File: config.mk
export PLATFORM = sky130hd
export DESIGN_NAME = traffic_sensor_conditioner
export DESIGN_NICKNAME = d
export VERILOG_FILES = /design/src/rtl/traffic_sensor_conditioner.sv
export SDC_FILE = /design/constraint.sdc
export NUM_CORES = 1
export LEC_CHECK = 0
export BUFFER_PORTS_ARGS = -buffer_cell sky130_fd_sc_hd__buf_4
export CORE_ASPECT_RATIO = 1.5
export CORE_MARGIN = 2
export CORE_UTILIZATION = 53
export DETAILED_ROUTE_END_ITERATION = 10
export PLACE_DENSITY = 0.83
export SLEW_MARGIN = 40
export SYNTH_ARGS = -nofsm -noshare
export SYNTH_HDL_FRONTEND = slang
export SYNTH_SLANG_ARGS = --single-unit
File: constraint.sdc
create_clock -name clk -period 1.7 [get_ports clk]
set_input_delay 0.34 -clock clk [delete_from_list [all_inputs] [get_ports clk]]
set_output_delay 0.34 -clock clk [all_outputs]
set_load 0.02 [all_outputs]
File: src/rtl/traffic_sensor_conditioner.sv
// Vehicle-detector conditioning for the traffic light controller: per street a
// 2-flop synchronizer, on-debounce, off-hold gap bridging and a saturating arrival counter.

module traffic_sensor_channel #(
  parameter int DEB_CYCLES  = 4,
  parameter int HOLD_CYCLES = 8,
  parameter int CNT_W       = 8
) (
  input  logic             clk,
  input  logic             rst_n,
  input  logic             raw,
  input  logic             cnt_clr,
  output logic             sens,
  output logic             arr,
  output logic [CNT_W-1:0] cnt
);

  localparam int MAX_C = (DEB_CYCLES > HOLD_CYCLES) ? DEB_CYCLES : HOLD_CYCLES;
  localparam int QW    = (MAX_C > 1) ? $clog2(MAX_C) : 1;
  localparam logic [QW-1:0] DEB_LAST  = QW'(DEB_CYCLES - 1);
  localparam logic [QW-1:0] HOLD_LAST = QW'(HOLD_CYCLES - 1);

  typedef enum logic [1:0] {IDLE, QUAL_ON, ACTIVE, QUAL_OFF} state_t;

  logic          sync_p0, sync_p1;
  state_t        state, state_nxt;
  logic [QW-1:0] q, q_nxt;
  logic          sens_nxt, arr_nxt;

  // Stage p0/p1: synchronizer for the asynchronous detector input
  always_ff @(posedge clk or negedge rst_n) begin
    if (!rst_n) begin
      sync_p0 <= 1'b0;
      sync_p1 <= 1'b0;
    end else begin
      sync_p0 <= raw;
      sync_p1 <= sync_p0;
    end
  end

  always_comb begin
    state_nxt = state;
    q_nxt     = q;
    case (state)
      IDLE: begin
        if (sync_p1) begin
          state_nxt = QUAL_ON;
          q_nxt     = '0;
        end
      end
      QUAL_ON: begin
        if (!sync_p1) begin
          state_nxt = IDLE;
          q_nxt     = '0;
        end else if (q == DEB_LAST) begin
          state_nxt = ACTIVE;
          q_nxt     = '0;
        end else begin
          q_nxt = q + 1'b1;
        end
      end
      ACTIVE: begin
        if (!sync_p1) begin
          state_nxt = QUAL_OFF;
          q_nxt     = '0;
        end
      end
      QUAL_OFF: begin
        // A return to high inside the hold window is the same vehicle, not a new arrival
        if (sync_p1) begin
          state_nxt = ACTIVE;
          q_nxt     = '0;
        end else if (q == HOLD_LAST) begin
          state_nxt = IDLE;
          q_nxt     = '0;
        end else begin
          q_nxt = q + 1'b1;
        end
      end
      default: begin
        state_nxt = IDLE;
        q_nxt     = '0;
      end
    endcase
    sens_nxt = (state_nxt == ACTIVE) || (state_nxt == QUAL_OFF);
    arr_nxt  = (state == QUAL_ON) && (state_nxt == ACTIVE);
  end

  // Stage p2: qualification state and registered outputs
  always_ff @(posedge clk or negedge rst_n) begin
    if (!rst_n) begin
      state <= IDLE;
      q     <= '0;
      sens  <= 1'b0;
      arr   <= 1'b0;
    end else begin
      state <= state_nxt;
      q     <= q_nxt;
      sens  <= sens_nxt;
      arr   <= arr_nxt;
    end
  end

  // Counter follows the arrival pulse; a clear coinciding with a pulse keeps that arrival
  always_ff @(posedge clk or negedge rst_n) begin
    if (!rst_n) begin
      cnt <= '0;
    end else if (cnt_clr) begin
      cnt <= arr ? CNT_W'(1) : '0;
    end else if (arr && (cnt != {CNT_W{1'b1}})) begin
      cnt <= cnt + 1'b1;
    end
  end

endmodule

module traffic_sensor_conditioner #(
  parameter int DEB_CYCLES  = 4,
  parameter int HOLD_CYCLES = 8,
  parameter int CNT_W       = 8
) (
  input  logic             clk,
  input  logic             rst_n,
  input  logic             Sa_raw_i,
  input  logic             Sb_raw_i,
  input  logic             cnt_clr_i,
  output logic             Sa_o,
  output logic             Sb_o,
  output logic             arr_a_o,
  output logic             arr_b_o,
  output logic [CNT_W-1:0] cnt_a_o,
  output logic [CNT_W-1:0] cnt_b_o
);

  traffic_sensor_channel #(
    .DEB_CYCLES (DEB_CYCLES),
    .HOLD_CYCLES(HOLD_CYCLES),
    .CNT_W      (CNT_W)
  ) u_chan_a (
    .clk    (clk),
    .rst_n  (rst_n),
    .raw    (Sa_raw_i),
    .cnt_clr(cnt_clr_i),
    .sens   (Sa_o),
    .arr    (arr_a_o),
    .cnt    (cnt_a_o)
  );

  traffic_sensor_channel #(
    .DEB_CYCLES (DEB_CYCLES),
    .HOLD_CYCLES(HOLD_CYCLES),
    .CNT_W      (CNT_W)
  ) u_chan_b (
    .clk    (clk),
    .rst_n  (rst_n),
    .raw    (Sb_raw_i),
    .cnt_clr(cnt_clr_i),
    .sens   (Sb_o),
    .arr    (arr_b_o),
    .cnt    (cnt_b_o)
  );

endmodule

==> metrics.yaml <==
via_per_inst: 5.74
port-buffer-count: 24
cts_setup_buffers: 0
fin_crit_sh_pct: 90.3
fp.dieH_um: 75.9
rows: 26
ant_nets: 0
n_fill_cell: 301
num_antenna_cells: 0
violations: "negative hold slack"
core-area_um2: 3350
finClkSkew_ns: 0.00731
ir_drop_v: 0.000858
netlist_area_um2: 1820
cp_data_arrival_time_ns: 1.70
syn_area_per_cell_um2: 9.76
outcome: "finished, violations left"
worst_hold_slack_ns: -0.0126
grt_first_pass_wirelength_um: 5640
synth_cell_types: 46
rsz0062_at_grt: "false"
grt_pass1_vias: 1348
setup_viol: 0
layout_common_cells: "dfrtp_1 (34), buf_4 (25), nand2_1 (18)"
nets: 223
synth_simple_gate_area_share_pct: 23.1
pre_cts_slack_ns: 0.170
clk_path_buf_depth: 2
place_hpwl_um: 2420
post_dp_cell_area_um2: 2010
synth_top_family_by_area: "simple AND/OR/NAND/NOR gates"
cp_slowest_cell: "dfrtp_1"
start_util_pct: 54.4
synth_warnings: 0
clk_pin_slew_ns: 0.06
synth_xor_area_share_pct: 0.960
comb_power_share_pct: 8.5
grt_max_degree: 35
crit_type: "reg2reg"
async_flop_share_pct: 100
yosysSeqAreaShare_pct: 46.6
vias: 1434
drive_gt1_share_pct: 18.3
io-pin-count: 25
first_iter_violations: 38
grt_overflow: 0
drc: 0
h-tree-depth: 2
numCtsBuffers: 5
final_common_cell: "dfrtp_1"
setup_slack_ns: 0.165
leakage_nw: 0.961
slew_headroom_pct: 72.0
p_sw_share_pct: 24.8
required_ns: 1.87
cts_tree: "done"
fmax_ghz: 0.652
synth_fa_ha_area_share_pct: 6.86
drv_cap: 0
synth_cells: 187
post_cts_resized: 0
syn_nets: 202
worstMarginPinSlew_ns: 0.420
routabilityCongestion: 0.797
min_period_ns: 1.53
pwr-share-clk_pct: 34.9
path_cells: "ha_1 -> and4_2 -> a21oi_1 -> mux2_2"
dr.pass1.iters: 4
setup_tns_ns: 0
cp-start-kind: "register"
powerDensity_nw_per_um2: 747
clkLatencyLatePin_ns: 0.28
hold_class: "in2async"
cts_hold_buf: 0
synth_ff_type: "dfrtp_1"
cts_sinks: 34
ys_seq_elements: 34
grt_usage_pct: 19.5
final_area_um2: 2080
cts_root_buf: "clkbuf_8"
synthToLayoutAreaGrowth_pct: 14.3
final-max-slew-violation-count: 0
wl_per_cell_um: 13.2
hold_violations: 18
end_kind: "register"
cpPeakStageDelay_ns: 0.43
antenna_found_initial: 0
synth_compound_area_share_pct: 13.8
die_area_um2: 3940
die_width_um: 51.9
pwr-share-seq_pct: 56.6
wl_um: 3310
internal_power_mw: 1.17
path_max_fanout: 6
synth_mux_area_share_pct: 2.95
r2r_cells: 4
synth-edff-count: 0
power.switching_mw: 0.386
-- metal layers --
metal / track usage (%) / vias up / routed length (µm)
met4: 10.2 / 0 / 76
met2: 35.0 / 25 / 1710
li1: - / 714 / -
met1: 20.7 / 690 / 1400
met5: 0 / - / 0
met3: 5.10 / 5 / 127
-- through the flow --
step	std cells	util (%)	total power [mW]
4_1_cts	250	62.2	1.58
3_5_place_dp	243	59.9	1.03
6_report	250	62.2	1.56
3_3_place_gp	243	59.9	1.02
2_1_floorplan	187	-	0.978
5_1_grt	250	62.2	1.64
-- final timing paths --
check,startpoint,endpoint,slack (ns)
worst max-delay path,u_chan_b.cnt[0]$_DFFE_PN0P_,u_chan_b.cnt[3]$_DFFE_PN0P_,0.17
worst min-delay path,rst_n,u_chan_b.cnt[4]$_DFFE_PN0P_,-0.01
worst max register to register,u_chan_b.cnt[0]$_DFFE_PN0P_,u_chan_b.cnt[3]$_DFFE_PN0P_,0.17
worst min register to register,u_chan_a.sync_p0$_DFF_PN0_,u_chan_a.sync_p1$_DFF_PN0_,0.35
max in group asynchronous,rst_n,u_chan_b.q[1]$_DFFE_PN0P_,1.41
min in group clk,Sa_raw_i,u_chan_a.sync_p0$_DFF_PN0_,0.16
-- cell usage after synthesis, types with 3 or more instances --
cell type | instances | share of area (%)
nor2b_1 | 7 | 2.4
a211oi_1 | 3 | 1.2
ha_1 | 10 | 6.9
nor4bb_1 | 3 | 1.6
o21ai_0 | 3 | 0.82
nor2_1 | 10 | 2.1
nand2_1 | 18 | 3.7
a21oi_1 | 12 | 3.3
a31oi_1 | 6 | 2.1
nand4_1 | 5 | 1.7
inv_1 | 11 | 2.3
nand3_1 | 6 | 1.6
dfrtp_1 | 34 | 47
and3_1 | 4 | 1.4
nor4b_1 | 3 | 1.4
nor3_1 | 8 | 2.2
clkbuf_1 | 6 | 1.2
-- registers in the layout (all words and copies together), names as in the netlist --
name / cells
u_chan_a.cnt: 8
u_chan_b.cnt: 8
u_chan_a.q: 3
u_chan_b.q: 3
u_chan_a.state: 2
u_chan_b.state: 2
u_chan_a.arr: 1
u_chan_a.sens: 1
u_chan_a.sync_p0: 1
u_chan_a.sync_p1: 1
u_chan_b.arr: 1
u_chan_b.sens: 1
u_chan_b.sync_p0: 1
u_chan_b.sync_p1: 1
-- logic make-up after synthesis --
kind of cell | after synthesis
AOI/OAI and AO/OA | 38
xor gates and xnor gates | 2
adders and majority gates | 10
buffers and inverters | 23
DFF | 34
muxes | 5
and+or+nand+nor | 75
-- critical path, delay by kind of cell (launching register included) --
kind	cells	cell delay, ns
adders and majority gates	1	0.23
muxes	1	0.34
and+or+nand+nor	1	0.27
AOI/OAI and AO/OA	1	0.15
DFF	1	0.43
-- cell type report --
type                            instances  area, µm²  area share, %
Timing Repair Buffer                   25        188           9.00
Sequential cell                        34        851           40.8
Clock inverter                          2       10.0          0.480
Multi-Input combinational cell        130        870           41.7
Tap cell                               42       52.6           2.52
Clock buffer                            5       68.8           3.30
Inverter                               12       45.0           2.16
-- power by group through the flow --
stage	clock [mW]	combinational [mW]	sequential, mW
final	0.544	0.132	0.881
after global routing	0.594	0.157	0.887
after CTS	0.567	0.136	0.881
after detailed placement	0	0.136	0.896
after global placement	0	0.131	0.894
after floorplan	0	0.0992	0.879
Power figures use the tool's default switching activity.
